File: src/rtl/comparador_alarme.sv
// Multi-channel alarm comparator: each channel rings on the rising edge of
// hora_atual == valor, with snooze, acknowledge and auto-off after RING_TICKS.
module comparador_alarme #(
  parameter int unsigned WIDTH        = 12,
  parameter int unsigned N_CH         = 4,
  parameter int unsigned RING_TICKS   = 60,
  parameter int unsigned SNOOZE_TICKS = 5,
  localparam int unsigned CH_W        = (N_CH > 1) ? $clog2(N_CH) : 1
) (
  input  logic             clk,
  input  logic             rst_n,
  input  logic             tick,
  input  logic [WIDTH-1:0] hora_atual,
  input  logic             wr_en,
  input  logic [CH_W-1:0]  wr_ch,
  input  logic [WIDTH-1:0] wr_valor,
  input  logic             wr_hab,
  input  logic             ack,
  input  logic             soneca,
  output logic [N_CH-1:0]  igual,
  output logic             alarme,
  output logic [CH_W-1:0]  canal_ativo
);

  localparam int unsigned RING_W = $clog2(RING_TICKS + 1);
  localparam int unsigned SNZ_W  = $clog2(SNOOZE_TICKS + 1);

  localparam logic [RING_W-1:0] RING_LAST = RING_W'(RING_TICKS - 1);
  localparam logic [SNZ_W-1:0]  SNZ_LOAD  = SNZ_W'(SNOOZE_TICKS);
  localparam logic [SNZ_W-1:0]  SNZ_ONE   = SNZ_W'(1);

  localparam logic [1:0] StDesligado = 2'd0;
  localparam logic [1:0] StArmado    = 2'd1;
  localparam logic [1:0] StTocando   = 2'd2;
  localparam logic [1:0] StSoneca    = 2'd3;

  logic [WIDTH-1:0]  valor_q [N_CH];
  logic [WIDTH-1:0]  valor_d [N_CH];
  logic [1:0]        state_q [N_CH];
  logic [1:0]        state_d [N_CH];
  logic [RING_W-1:0] ring_q  [N_CH];
  logic [RING_W-1:0] ring_d  [N_CH];
  logic [SNZ_W-1:0]  snz_q   [N_CH];
  logic [SNZ_W-1:0]  snz_d   [N_CH];
  logic [N_CH-1:0]   igual_q, igual_d;
  logic [N_CH-1:0]   eq;
  logic              wr_hit;

  assign wr_hit = wr_en && (32'(wr_ch) < N_CH);

  always_comb begin
    for (int i = 0; i < N_CH; i++) begin
      eq[i] = (hora_atual == valor_q[i]);
    end
  end

  always_comb begin
    igual_d = eq;
    for (int i = 0; i < N_CH; i++) begin
      valor_d[i] = valor_q[i];
      state_d[i] = state_q[i];
      ring_d[i]  = ring_q[i];
      snz_d[i]   = snz_q[i];
      if (wr_hit && (wr_ch == CH_W'(i))) begin
        // Seed igual from the new value so a write matching the current time stays quiet.
        valor_d[i] = wr_valor;
        state_d[i] = wr_hab ? StArmado : StDesligado;
        ring_d[i]  = '0;
        snz_d[i]   = '0;
        igual_d[i] = (hora_atual == wr_valor);
      end else begin
        unique case (state_q[i])
          StArmado: begin
            if (eq[i] && !igual_q[i]) begin
              state_d[i] = StTocando;
              ring_d[i]  = '0;
            end
          end
          StTocando: begin
            if (ack) begin
              state_d[i] = StArmado;
              ring_d[i]  = '0;
            end else if (soneca) begin
              state_d[i] = StSoneca;
              snz_d[i]   = SNZ_LOAD;
            end else if (tick) begin
              if (ring_q[i] == RING_LAST) begin
                state_d[i] = StArmado;
                ring_d[i]  = '0;
              end else begin
                ring_d[i] = ring_q[i] + 1'b1;
              end
            end
          end
          StSoneca: begin
            if (ack) begin
              state_d[i] = StArmado;
              snz_d[i]   = '0;
            end else if (tick) begin
              if (snz_q[i] == SNZ_ONE) begin
                state_d[i] = StTocando;
                ring_d[i]  = '0;
                snz_d[i]   = '0;
              end else begin
                snz_d[i] = snz_q[i] - 1'b1;
              end
            end
          end
          default: ;
        endcase
      end
    end
  end

  always_ff @(posedge clk or negedge rst_n) begin
    if (!rst_n) begin
      igual_q <= '0;
      for (int i = 0; i < N_CH; i++) begin
        valor_q[i] <= '0;
        state_q[i] <= StDesligado;
        ring_q[i]  <= '0;
        snz_q[i]   <= '0;
      end
    end else begin
      igual_q <= igual_d;
      for (int i = 0; i < N_CH; i++) begin
        valor_q[i] <= valor_d[i];
        state_q[i] <= state_d[i];
        ring_q[i]  <= ring_d[i];
        snz_q[i]   <= snz_d[i];
      end
    end
  end

  // Downward scan leaves the lowest ringing index in canal_ativo.
  always_comb begin
    alarme      = 1'b0;
    canal_ativo = '0;
    for (int i = int'(N_CH) - 1; i >= 0; i--) begin
      if (state_q[i] == StTocando) begin
        alarme      = 1'b1;
        canal_ativo = CH_W'(i);
      end
    end
  end

  assign igual = igual_q;

endmodule

File: config.mk
export PLATFORM = sky130hd
export DESIGN_NAME = comparador_alarme
export DESIGN_NICKNAME = d
export VERILOG_FILES = /design/src/rtl/comparador_alarme.sv
export SDC_FILE = /design/constraint.sdc
export NUM_CORES = 1
export LEC_CHECK = 0
export ABC_AREA = 0
export BUFFER_PORTS_ARGS = -buffer_cell sky130_fd_sc_hd__buf_2
export CORE_MARGIN = 5
export CORE_UTILIZATION = 61
export DETAILED_ROUTE_END_ITERATION = 8
export PLACE_DENSITY = 0.89
export SLEW_MARGIN = 20
export SYNTH_ARGS = -nofsm -noshare
export SYNTH_HDL_FRONTEND = slang
export SYNTH_SLANG_ARGS = --single-unit
File: constraint.sdc
create_clock -name clk -period 2.9 [get_ports clk]
set_input_delay 0.145 -clock clk [delete_from_list [all_inputs] [get_ports clk]]
set_output_delay 0.145 -clock clk [all_outputs]
set_load 0.005 [all_outputs]
==> impl_metrics.prom, run 1 <==
# TYPE chip_impl_metric gauge
chip_impl_info{name="status",value="complete, no violations"} 1
chip_impl_info{name="cts.root.buffer_cell",value="sky130_fd_sc_hd__clkbuf_8"} 1
chip_impl_metric{name="die-width",unit="um"} 108.1
chip_impl_metric{name="grt_pass1_wl",unit="um"} 25250
chip_impl_metric{name="cts.clk_slew.worst_paths",unit="ns"} 0.11
chip_impl_metric{name="drt-vias-per-instance",unit=""} 6.140
chip_impl_metric{name="synth_compound_area_share",unit="%"} 14.31
chip_impl_metric{name="vdd_ir_drop_max",unit="mV"} 0.4151
chip_impl_metric{name="worstSkewPairLatency",unit="ns"} 0.38
chip_impl_metric{name="fin_crit",unit="ns"} 2.574
chip_impl_metric{name="grt_overflow",unit=""} 0
chip_impl_metric{name="cts_buffer_depth",unit=""} 2
chip_impl_info{name="layout_common_cells",value="sky130_fd_sc_hd__nand2_1, sky130_fd_sc_hd__dfrtp_1, sky130_fd_sc_hd__xor2_1, sky130_fd_sc_hd__nor2_1, sky130_fd_sc_hd__buf_2"} 1
chip_impl_metric{name="count_of_endpoints_failing_hold_in_the_final_timing_report",unit=""} 0
chip_impl_metric{name="post_synthesis_cell_area",unit="um^2"} 5866
chip_impl_metric{name="maxSlewHeadroom",unit="%"} 39.22
chip_impl_metric{name="hpwlAfterDp",unit="um"} 11100
chip_impl_metric{name="total_number_of_yosys_warnings",unit=""} 0
chip_impl_metric{name="io_pins",unit=""} 40
chip_impl_metric{name="worst_pin_slew",unit="ns"} 0.9116
chip_impl_metric{name="power-per-cell-area",unit="nW/um^2"} 595.3
chip_impl_metric{name="antenna_found_initial",unit=""} 0
chip_impl_metric{name="post_synth_adder_cell_area",unit="%"} 3.200
chip_impl_metric{name="synth.ff_latch_count",unit=""} 96
chip_impl_metric{name="yosys.cell_types.count",unit=""} 67
chip_impl_metric{name="met1_length",unit="um"} 6153
chip_impl_metric{name="synth_top_area_share",unit="%"} 40.96
chip_impl_info{name="highest_layer_used_for_signal_routing",value="met4"} 1
chip_impl_info{name="grt_setup_unrepaired",value="no"} 1
chip_impl_metric{name="worst_ep_required_time",unit="ns"} 3.17
chip_impl_info{name="crit_type",value="reg2reg"} 1
chip_impl_metric{name="grt_use_total",unit="%"} 27.42
chip_impl_info{name="main_combinational_cell_family_by_area_after_synthesis",value="simple AND/OR/NAND/NOR gates"} 1
chip_impl_metric{name="fmax",unit="MHz"} 388.5
chip_impl_info{name="crit_path_start_kind",value="flop"} 1
chip_impl_metric{name="portBuffers",unit=""} 39
chip_impl_metric{name="cts_num_sinks",unit=""} 96
chip_impl_metric{name="finalMaxSlewViolations",unit=""} 0
chip_impl_metric{name="power_frac_comb",unit="%"} 32.6
chip_impl_metric{name="summed_negative_setup_slack_over_all_endpoints",unit="ns"} 0
chip_impl_metric{name="synth-xor-area-share",unit="%"} 8.959
chip_impl_metric{name="arrival",unit="ns"} 2.85
chip_impl_info{name="synthTopCellsByArea",value="sky130_fd_sc_hd__dfrtp_1, sky130_fd_sc_hd__nand2_1, sky130_fd_sc_hd__xor2_1"} 1
chip_impl_metric{name="syn_to_final_growth",unit="%"} 7.572
chip_impl_info{name="clock_tree_from_tritoncts",value="done"} 1
chip_impl_metric{name="switching_share_of_power",unit="%"} 37.87
chip_impl_metric{name="layout.filler_cells",unit=""} 752
chip_impl_metric{name="met2_wirelength",unit="um"} 7505
chip_impl_info{name="cp_capture_type",value="flop"} 1
chip_impl_metric{name="post_synth.cell_area_avg",unit="um^2"} 8.501
chip_impl_metric{name="drt-total-wl",unit="um"} 15310
chip_impl_metric{name="share_clk_of_total_power",unit="%"} 21.9
chip_impl_metric{name="post-route-drc-count",unit=""} 0
chip_impl_metric{name="drv_cap",unit=""} 0
chip_impl_metric{name="drive_above_1_share",unit="%"} 10.86
chip_impl_metric{name="total_switching_power",unit="uW"} 1422
chip_impl_metric{name="overall_die_height",unit="um"} 108.1
chip_impl_metric{name="power_report.internal_total",unit="uW"} 2334
chip_impl_metric{name="asyncSetResetFlopFracSynth",unit="%"} 100.0
chip_impl_metric{name="mappedNetlistNets",unit=""} 738
chip_impl_metric{name="synth.yosys.seq_area_share",unit="%"} 40.96
chip_impl_metric{name="initial_utilization",unit="%"} 62.88
chip_impl_metric{name="fin_nets",unit=""} 761
chip_impl_metric{name="finalHoldWorstSlack",unit="ns"} 0.02173
chip_impl_metric{name="firstDrtPassIters",unit=""} 5
chip_impl_metric{name="wl_met3",unit="um"} 1059
chip_impl_metric{name="wl_per_cell",unit="um"} 18.07
chip_impl_metric{name="power.share.sequential",unit="%"} 45.5
chip_impl_metric{name="timing.final.crit_share",unit="%"} 88.76
chip_impl_metric{name="antenna_cells_inserted",unit=""} 0
chip_impl_metric{name="route.antenna.remaining_nets",unit=""} 0
chip_impl_metric{name="yosys.area_share.simple",unit="%"} 26.92
chip_impl_info{name="yosys.area.top_type",value="sky130_fd_sc_hd__dfrtp_1"} 1
chip_impl_metric{name="clock-skew-final",unit="ns"} 0.01791
chip_impl_metric{name="floorplan.rows",unit=""} 35
chip_impl_metric{name="cts_htree_levels",unit=""} 3
chip_impl_info{name="hold_path_class",value="in2reg"} 1
chip_impl_metric{name="static-leakage-power",unit="uW"} 0.003019
chip_impl_metric{name="total_die_area",unit="um^2"} 11680
chip_impl_metric{name="synth_edf_count",unit=""} 0
chip_impl_metric{name="worst-path-max-fanout",unit=""} 6
chip_impl_info{name="synthFlopType",value="sky130_fd_sc_hd__dfrtp_1"} 1
chip_impl_metric{name="cts-buffers-inserted",unit=""} 9
chip_impl_metric{name="core-area",unit="um^2"} 9328
chip_impl_metric{name="vias_in_the_first_global_route",unit=""} 5120
chip_impl_metric{name="num_vias",unit=""} 5201
chip_impl_metric{name="post_synth_mux_area_share",unit="%"} 1.216
chip_impl_metric{name="grt_start_max_net_pins",unit=""} 59
chip_impl_info{name="final_common_cell",value="sky130_fd_sc_hd__nand2_1"} 1
chip_impl_metric{name="place.gp.congestion",unit=""} 0.9425
chip_impl_metric{name="setup_violations",unit=""} 0
chip_impl_metric{name="syn-instance-count",unit=""} 690
chip_impl_metric{name="first_iter_violations",unit=""} 382
chip_impl_metric{name="final_util",unit="%"} 67.65
## repair_timing
action | in CTS | in global routing
hold buffers | 1 | 0
gates resized for setup | 0 | 0
hold endpoints to repair | 56 | 0
setup buffers | 0 | 0
## routing by layer
metal	vias up	global-route usage, %
met5	-	0
met4	0	13.07
met3	44	4.896
met2	253	46.05
met1	2483	34.30
li1	2421	-
## critical path, stage by stage, from the launching register on
cell and delay (ns):
sky130_fd_sc_hd__dfrtp_1 0.40, sky130_fd_sc_hd__xor2_1 0.17, sky130_fd_sc_hd__or4_1 0.57, sky130_fd_sc_hd__o41a_1 0.51, sky130_fd_sc_hd__or4_4 0.60, sky130_fd_sc_hd__o31ai_1 0.23
## Yosys cell counts, types with 10 or more instances
master and n:
sky130_fd_sc_hd__a21oi_1 25, sky130_fd_sc_hd__dfrtp_1 96, sky130_fd_sc_hd__nand2_1 169, sky130_fd_sc_hd__inv_1 21
sky130_fd_sc_hd__nand2b_1 14, sky130_fd_sc_hd__clkbuf_1 29, sky130_fd_sc_hd__o211ai_1 10, sky130_fd_sc_hd__nand3_1 19
sky130_fd_sc_hd__xor2_1 51, sky130_fd_sc_hd__o21ai_0 21, sky130_fd_sc_hd__nor2_1 40, sky130_fd_sc_hd__nor4_1 16
sky130_fd_sc_hd__ha_1 15
## through the flow
step	std cells	power [uW]	cell area, um^2	worst slack (ns)
4_1_cts	847	3739	6310	0.3374
3_5_place_dp	830	2910	6131	0.3881
5_1_grt	847	3987	6310	0.2128
2_1_floorplan	690	2565	5866	0.5268
3_3_place_gp	830	2846	6131	0.4053
6_report	847	3756	6310	0.3260
## registers in the layout, indices dropped and copies added, names as in the netlist
| name | cells |
|---|---|
| snz_q | 12 |
| state_q | 8 |
| ring_q | 24 |
| igual | 4 |
| valor_q | 48 |
## path summary, 6_finish.rpt
kind	endpoint	slack (ns)	cells after the start	start
max	ring_q[17]	0.33	5	valor_q[31]
min	valor_q[7]	0.02	3	wr_valor[7]
max reg2reg	ring_q[17]	0.33	5	valor_q[31]
min reg2reg	ring_q[17]	0.50	1	ring_q[17]
max in group asynchronous	state_q[5]	1.71	3	rst_n
min in group asynchronous	ring_q[15]	0.39	2	rst_n
## layout make-up
| cell class | instances | area, um^2 | area share (%) |
|---|---|---|---|
| clock buffers | 10 | 127.6 | 2.023 |
| clock inverters | 6 | 41.29 | 0.6544 |
| inverters | 21 | 78.83 | 1.249 |
| multi-input cells | 534 | 3208 | 50.84 |
| flip-flops and latches | 96 | 2402 | 38.07 |
| well taps | 129 | 161.4 | 2.558 |
| repair buffers | 51 | 290.3 | 4.600 |
## kinds of logic (layout without fill, tap and decap cells)
logic type | after synthesis | count (layout)
flip-flops | 96 | 96
adder cells (fa/ha/maj) | 15 | 15
XOR/XNOR | 60 | 60
AO/OA/AOI/OAI | 122 | 122
multiplexers | 7 | 7
AND/OR/NAND/NOR | 330 | 330
buffers and inverters | 60 | 88
## power groups by stage
| stage | combinational, uW | clock [uW] | sequential, uW |
|---|---|---|---|
| final | 1220 | 822 | 1710 |
| after global routing | 1370 | 891 | 1730 |
| after CTS | 1210 | 829 | 1700 |
| after detailed placement | 1180 | 0 | 1730 |
| after global placement | 1140 | 0 | 1710 |
| after floorplan | 894 | 0 | 1670 |
Power figures use the tool's default switching activity.
==> inputs of run 2 (changes only) <==
- CORE_MARGIN: 5 -> not set
- RECOVER_POWER: not set -> 25
==> impl_metrics.prom, run 2 (synthesized netlist as in run 1, its figures left out) <==
# TYPE chip_impl_metric gauge
chip_impl_metric{name="setup_violations",unit=""} 0
chip_impl_metric{name="rr_worst_depth",unit=""} 5
chip_impl_metric{name="firstDrtPassIters",unit=""} 5
chip_impl_metric{name="fmax",unit="MHz"} 393.4
chip_impl_metric{name="worst-path-max-fanout",unit=""} 6
chip_impl_metric{name="total_die_area",unit="um^2"} 10010
chip_impl_metric{name="power-per-cell-area",unit="nW/um^2"} 612.0
chip_impl_metric{name="placement.setup.worst_slack",unit="ns"} 0.3805
chip_impl_metric{name="antenna_found_initial",unit=""} 0
chip_impl_metric{name="drv_cap",unit=""} 0
chip_impl_metric{name="fin_crit",unit="ns"} 2.542
chip_impl_metric{name="power_frac_comb",unit="%"} 31.2
chip_impl_metric{name="static-leakage-power",unit="uW"} 0.003041
chip_impl_metric{name="syn_to_final_growth",unit="%"} 8.660
chip_impl_metric{name="drive_above_1_share",unit="%"} 11.11
chip_impl_metric{name="cts-buffers-inserted",unit=""} 9
chip_impl_metric{name="number_of_flip_flops_in_the_largest_register",unit=""} 48
chip_impl_metric{name="post-route-drc-count",unit=""} 0
chip_impl_metric{name="place.gp.congestion",unit=""} 0.9156
chip_impl_metric{name="total_switching_power",unit="uW"} 1390
chip_impl_info{name="clock_tree_from_tritoncts",value="done"} 1
chip_impl_metric{name="share_clk_of_total_power",unit="%"} 25.1
chip_impl_metric{name="cts_buffer_depth",unit=""} 2
chip_impl_metric{name="overall_die_height",unit="um"} 100.1
chip_impl_metric{name="initial_utilization",unit="%"} 63.18
chip_impl_metric{name="layout.filler_cells",unit=""} 729
chip_impl_info{name="layout_common_cells",value="sky130_fd_sc_hd__nand2_1, sky130_fd_sc_hd__dfrtp_1, sky130_fd_sc_hd__xor2_1, sky130_fd_sc_hd__nor2_1, sky130_fd_sc_hd__buf_2"} 1
chip_impl_metric{name="count_of_endpoints_failing_hold_in_the_final_timing_report",unit=""} 0
chip_impl_metric{name="first_iter_violations",unit=""} 510
chip_impl_metric{name="hpwlAfterDp",unit="um"} 10980
chip_impl_metric{name="core-area",unit="um^2"} 9284
chip_impl_metric{name="cts.clk_slew.worst_paths",unit="ns"} 0.10
chip_impl_metric{name="clock-skew-final",unit="ns"} 0.01238
chip_impl_metric{name="grt_use_total",unit="%"} 31.63
chip_impl_metric{name="wl_per_cell",unit="um"} 17.55
chip_impl_info{name="crit_path_start_kind",value="flop"} 1
chip_impl_info{name="hold_end",value="valor_q[0]"} 1
chip_impl_info{name="hold_path_class",value="in2reg"} 1
chip_impl_metric{name="cts_num_sinks",unit=""} 96
chip_impl_metric{name="summed_negative_setup_slack_over_all_endpoints",unit="ns"} 0
chip_impl_metric{name="floorplan.rows",unit=""} 35
chip_impl_info{name="timing.rr.end",value="ring_q[15]"} 1
chip_impl_info{name="final_common_cell",value="sky130_fd_sc_hd__nand2_1"} 1
chip_impl_info{name="status",value="complete, no violations"} 1
chip_impl_metric{name="portBuffers",unit=""} 39
chip_impl_info{name="largest_registers",value="valor_q x48, ring_q x24, snz_q x12"} 1
chip_impl_metric{name="switching_share_of_power",unit="%"} 35.64
chip_impl_metric{name="arrival",unit="ns"} 2.81
chip_impl_metric{name="vias_in_the_first_global_route",unit=""} 5057
chip_impl_metric{name="grt_start_max_net_pins",unit=""} 43
chip_impl_metric{name="power.share.sequential",unit="%"} 43.6
chip_impl_metric{name="num_vias",unit=""} 5204
chip_impl_metric{name="antenna_cells_inserted",unit=""} 0
chip_impl_info{name="crit_type",value="reg2reg"} 1
chip_impl_metric{name="timing.final.crit_share",unit="%"} 87.66
chip_impl_metric{name="reg2reg_slack",unit="ns"} 0.36
chip_impl_info{name="regMostFlops",value="valor_q"} 1
chip_impl_info{name="min-delay-start",value="wr_valor[0]"} 1
chip_impl_info{name="worstSetupStartpoint",value="valor_q[29]"} 1
chip_impl_info{name="regToRegStartpoint",value="valor_q[29]"} 1
chip_impl_metric{name="setup_ws",unit="ns"} 0.3577
chip_impl_metric{name="maxSlewHeadroom",unit="%"} 27.53
chip_impl_metric{name="drt-total-wl",unit="um"} 14900
chip_impl_metric{name="cts_setup_buffers",unit=""} 0
chip_impl_metric{name="worst_hold_path_cell_count",unit=""} 3
chip_impl_metric{name="finalMaxSlewViolations",unit=""} 0
chip_impl_metric{name="route.antenna.remaining_nets",unit=""} 0
chip_impl_metric{name="power_report.internal_total",unit="uW"} 2510
chip_impl_metric{name="fin_nets",unit=""} 763
chip_impl_info{name="grt_setup_unrepaired",value="no"} 1
chip_impl_metric{name="grt_pass1_wl",unit="um"} 24450
chip_impl_info{name="cp_capture_type",value="flop"} 1
chip_impl_metric{name="grt_overflow",unit=""} 0
chip_impl_metric{name="finalHoldWorstSlack",unit="ns"} 0.03891
chip_impl_metric{name="cts_htree_levels",unit=""} 3
chip_impl_metric{name="drt-vias-per-instance",unit=""} 6.130
chip_impl_metric{name="final_util",unit="%"} 68.65
chip_impl_metric{name="post_cts_resized",unit=""} 0
chip_impl_info{name="cts.root.buffer_cell",value="sky130_fd_sc_hd__clkbuf_8"} 1
chip_impl_metric{name="finalPower",unit="uW"} 3900
chip_impl_metric{name="worst_ep_required_time",unit="ns"} 3.17
chip_impl_metric{name="io_pins",unit=""} 40
chip_impl_metric{name="die-width",unit="um"} 100.1
chip_impl_metric{name="worst_pin_slew",unit="ns"} 1.087
chip_impl_metric{name="vdd_ir_drop_max",unit="mV"} 0.3500
chip_impl_metric{name="worstSkewPairLatency",unit="ns"} 0.37
-- run 2: cell types whose count changed in the layout (fill, tap and decap cells not counted) --
cell / before / now
sky130_fd_sc_hd__buf_4: 12 / 13
sky130_fd_sc_hd__bufinv_16: 0 / 2
sky130_fd_sc_hd__clkbuf_2: 0 / 1
sky130_fd_sc_hd__clkinv_2: 3 / 0
sky130_fd_sc_hd__clkinv_4: 0 / 1
sky130_fd_sc_hd__clkinvlp_4: 0 / 2
sky130_fd_sc_hd__inv_6: 3 / 1
-- run 2: stage by stage --
stage	cells	instance area, um^2
floorplan	690	5866
global placement	832	6146
detailed placement	832	6146
CTS	849	6376
global route	849	6374
finish	849	6374
-- run 2: critical path, cell delays in order (launching register included) --
cell                      delay [ns]
sky130_fd_sc_hd__dfrtp_1        0.40
sky130_fd_sc_hd__xor2_1         0.16
sky130_fd_sc_hd__or4_4          0.54
sky130_fd_sc_hd__o41a_1         0.51
sky130_fd_sc_hd__or4_4          0.58
sky130_fd_sc_hd__o31ai_1        0.26
-- run 2: cell type report --
| class | instances | area [um^2] | area share (%) |
|---|---|---|---|
| Clock inverter | 6 | 92.59 | 1.453 |
| Sequential cell | 96 | 2402 | 37.69 |
| Tap cell | 129 | 161.4 | 2.532 |
| Clock buffer | 10 | 127.6 | 2.002 |
| Inverter | 21 | 78.83 | 1.237 |
| Timing Repair Buffer | 53 | 302.8 | 4.751 |
| Multi-Input combinational cell | 534 | 3208 | 50.33 |
-- run 2: worst max-delay path by stage --
| stage | end | cells after the start |
|---|---|---|
| after floorplan | ring_q[15] | 5 |
| after global placement | ring_q[17] | 5 |
| after detailed placement | ring_q[15] | 5 |
| after CTS | ring_q[15] | 5 |
| after global routing | ring_q[15] | 5 |
| final | ring_q[15] | 5 |
-- run 2: timing repair --
action	4_1_cts	5_1_grt
hold endpoints to repair	39	0
hold buffers	1	0
setup endpoints to repair	0	0
-- run 2: layer usage --
layer | global-route usage [%] | routed length [um] | share of wire [%]
met2 | 53.85 | 7435 | 50
met3 | 5.710 | 1098 | 7.4
met5 | 0 | 0 | 0
met1 | 39.61 | 5899 | 40
met4 | 13.94 | 464 | 3.1
-- run 2: power by group through the flow --
stage                     logic, uW  registers (uW)  clock network [uW]
after floorplan                 894            1670                   0
after global placement         1120            1710                   0
after detailed placement       1190            1730                   0
after CTS                      1200            1700                 989
after global routing           1370            1730                1040
final                          1220            1700                 981
==> inputs of run 3 (changes only) <==
- PLACE_DENSITY: 0.89 -> 0.81
==> impl_metrics.prom, run 3 (synthesized netlist as in run 1, its figures left out) <==
# TYPE chip_impl_metric gauge
chip_impl_info{name="status",value="finished, violations left"} 1
chip_impl_info{name="failing_checks",value="capacitance limit, slew limit"} 1
chip_impl_metric{name="layout.filler_cells",unit=""} 775
chip_impl_info{name="hold_path_class",value="in2reg"} 1
chip_impl_metric{name="static-leakage-power",unit="uW"} 0.003012
chip_impl_metric{name="hpwlAfterDp",unit="um"} 10390
chip_impl_info{name="cp_capture_type",value="flop"} 1
chip_impl_metric{name="overall_die_height",unit="um"} 100.1
chip_impl_metric{name="drt-total-wl",unit="um"} 14430
chip_impl_metric{name="worst_ep_required_time",unit="ns"} 3.18
chip_impl_metric{name="route.antenna.remaining_nets",unit=""} 0
chip_impl_metric{name="total_die_area",unit="um^2"} 10010
chip_impl_metric{name="cts_num_sinks",unit=""} 96
chip_impl_metric{name="maxSlewHeadroom",unit="%"} -3.871
chip_impl_metric{name="die-width",unit="um"} 100.1
chip_impl_metric{name="io_pins",unit=""} 40
chip_impl_metric{name="fmax",unit="MHz"} 396.1
chip_impl_metric{name="cts_htree_levels",unit=""} 3
chip_impl_metric{name="fin_nets",unit=""} 758
chip_impl_metric{name="cts-buffers-inserted",unit=""} 9
chip_impl_info{name="largest_registers",value="valor_q x48, ring_q x24, snz_q x12"} 1
chip_impl_info{name="final_common_cell",value="sky130_fd_sc_hd__nand2_1"} 1
chip_impl_metric{name="post_cts_resized",unit=""} 0
chip_impl_metric{name="worst_pin_slew",unit="ns"} 1.558
chip_impl_metric{name="portBuffers",unit=""} 39
chip_impl_metric{name="cts.clk_slew.worst_paths",unit="ns"} 0.11
chip_impl_info{name="clock_tree_from_tritoncts",value="done"} 1
chip_impl_info{name="cts.root.buffer_cell",value="sky130_fd_sc_hd__clkbuf_8"} 1
chip_impl_metric{name="setup_violations",unit=""} 0
chip_impl_info{name="crit_type",value="reg2reg"} 1
chip_impl_info{name="layout_common_cells",value="sky130_fd_sc_hd__nand2_1, sky130_fd_sc_hd__dfrtp_1, sky130_fd_sc_hd__xor2_1, sky130_fd_sc_hd__nor2_1, sky130_fd_sc_hd__buf_2"} 1
chip_impl_metric{name="grt_pass1_wl",unit="um"} 23890
chip_impl_metric{name="wl_per_cell",unit="um"} 17.10
chip_impl_metric{name="post-route-drc-count",unit=""} 0
chip_impl_metric{name="initial_utilization",unit="%"} 63.18
chip_impl_metric{name="grt_use_total",unit="%"} 30.69
chip_impl_metric{name="worstSkewPairLatency",unit="ns"} 0.38
chip_impl_metric{name="num_vias",unit=""} 5136
chip_impl_metric{name="antenna_cells_inserted",unit=""} 0
chip_impl_metric{name="antenna_found_initial",unit=""} 0
chip_impl_info{name="crit_path_start_kind",value="flop"} 1
chip_impl_metric{name="grt_start_max_net_pins",unit=""} 62
chip_impl_metric{name="floorplan.rows",unit=""} 35
chip_impl_metric{name="final_util",unit="%"} 68.23
chip_impl_metric{name="summed_negative_setup_slack_over_all_endpoints",unit="ns"} 0
chip_impl_metric{name="vdd_ir_drop_max",unit="mV"} 0.3297
chip_impl_metric{name="worst-path-max-fanout",unit=""} 6
chip_impl_metric{name="finalMaxSlewViolations",unit=""} 61
chip_impl_metric{name="count_of_endpoints_failing_hold_in_the_final_timing_report",unit=""} 0
chip_impl_metric{name="placement.setup.worst_slack",unit="ns"} 0.3993
chip_impl_metric{name="setup_ws",unit="ns"} 0.3754
chip_impl_metric{name="vias_in_the_first_global_route",unit=""} 4956
chip_impl_metric{name="syn_to_final_growth",unit="%"} 7.999
chip_impl_metric{name="grt_overflow",unit=""} 0
chip_impl_info{name="grt_setup_unrepaired",value="no"} 1
chip_impl_metric{name="cts_setup_buffers",unit=""} 0
chip_impl_metric{name="power-per-cell-area",unit="nW/um^2"} 608.2
chip_impl_metric{name="place.gp.congestion",unit=""} 0.9241
chip_impl_metric{name="drv_cap",unit=""} 1
chip_impl_info{name="regMostFlops",value="valor_q"} 1
chip_impl_metric{name="clock-skew-final",unit="ns"} 0.01780
chip_impl_metric{name="cts_buffer_depth",unit=""} 2
chip_impl_metric{name="core-area",unit="um^2"} 9284
chip_impl_metric{name="timing.final.crit_share",unit="%"} 87.05
chip_impl_metric{name="firstDrtPassIters",unit=""} 5
chip_impl_metric{name="arrival",unit="ns"} 2.81
chip_impl_metric{name="number_of_flip_flops_in_the_largest_register",unit=""} 48
chip_impl_metric{name="first_iter_violations",unit=""} 374
chip_impl_metric{name="drive_above_1_share",unit="%"} 10.21
chip_impl_metric{name="drt-vias-per-instance",unit=""} 6.085
chip_impl_metric{name="fin_crit",unit="ns"} 2.525
==> run 3: per-stage QoR <==
step / area (um^2) / std cells / hold WS, ns / total power (uW)
floorplan: 5866 / 690 / -0.1506 / 2565
global placement: 6121 / 827 / 0.2641 / 2836
detailed placement: 6121 / 827 / 0.2773 / 2902
CTS: 6342 / 844 / 0.03219 / 3847
global route: 6335 / 844 / 0.03045 / 4094
finish: 6335 / 844 / 0.03707 / 3853
==> run 3: area by class of cell <==
class                           instances  area [um^2]  share of cell area [%]
Tap cell                              129        161.4                   2.548
Inverter                               21        78.83                   1.244
Multi-Input combinational cell        534         3208                   50.64
Clock inverter                          7        87.58                   1.383
Timing Repair Buffer                   48        272.8                   4.306
Sequential cell                        96         2402                   37.92
Clock buffer                            9        123.9                   1.955
==> run 3: final timing paths <==
check | to | cells after the start | start | slack, ns
max | ring_q[15] | 5 | valor_q[29] | 0.38
min in group asynchronous | ring_q[20] | 2 | rst_n | 0.70
min | valor_q[19] | 3 | wr_valor[7] | 0.04
max reg2reg | ring_q[15] | 5 | valor_q[29] | 0.38
min reg2reg | ring_q[17] | 1 | ring_q[17] | 0.49
max in group asynchronous | state_q[5] | 2 | rst_n | 1.28
==> run 3: metal layers <==
metal / track usage (%) / vias up / part of all wire, % / wire (um)
met5: 0 / - / 0 / 0
met4: 11.04 / 0 / 2.7 / 393
met3: 6.267 / 38 / 7.6 / 1102
met2: 50.03 / 215 / 48 / 6871
met1: 40.87 / 2472 / 42 / 6067
li1: - / 2411 / - / -
==> run 3: report_power, final <==
part	switching [uW]	total, uW	internal, uW
clock network	536	955	418
logic	708	1190	485
registers	177	1700	1530
==> run 3: timing repair <==
item	in CTS	in global routing
hold buffers	1	0
hold endpoints to repair	60	0
setup endpoints to repair	0	0
==> run 3: worst max-delay path: stages, from the launching register on <==
cell and delay [ns]:
sky130_fd_sc_hd__dfrtp_1 0.40, sky130_fd_sc_hd__xor2_1 0.16, sky130_fd_sc_hd__or4_4 0.54, sky130_fd_sc_hd__o41a_1 0.50, sky130_fd_sc_hd__or4_4 0.58, sky130_fd_sc_hd__o31ai_1 0.25
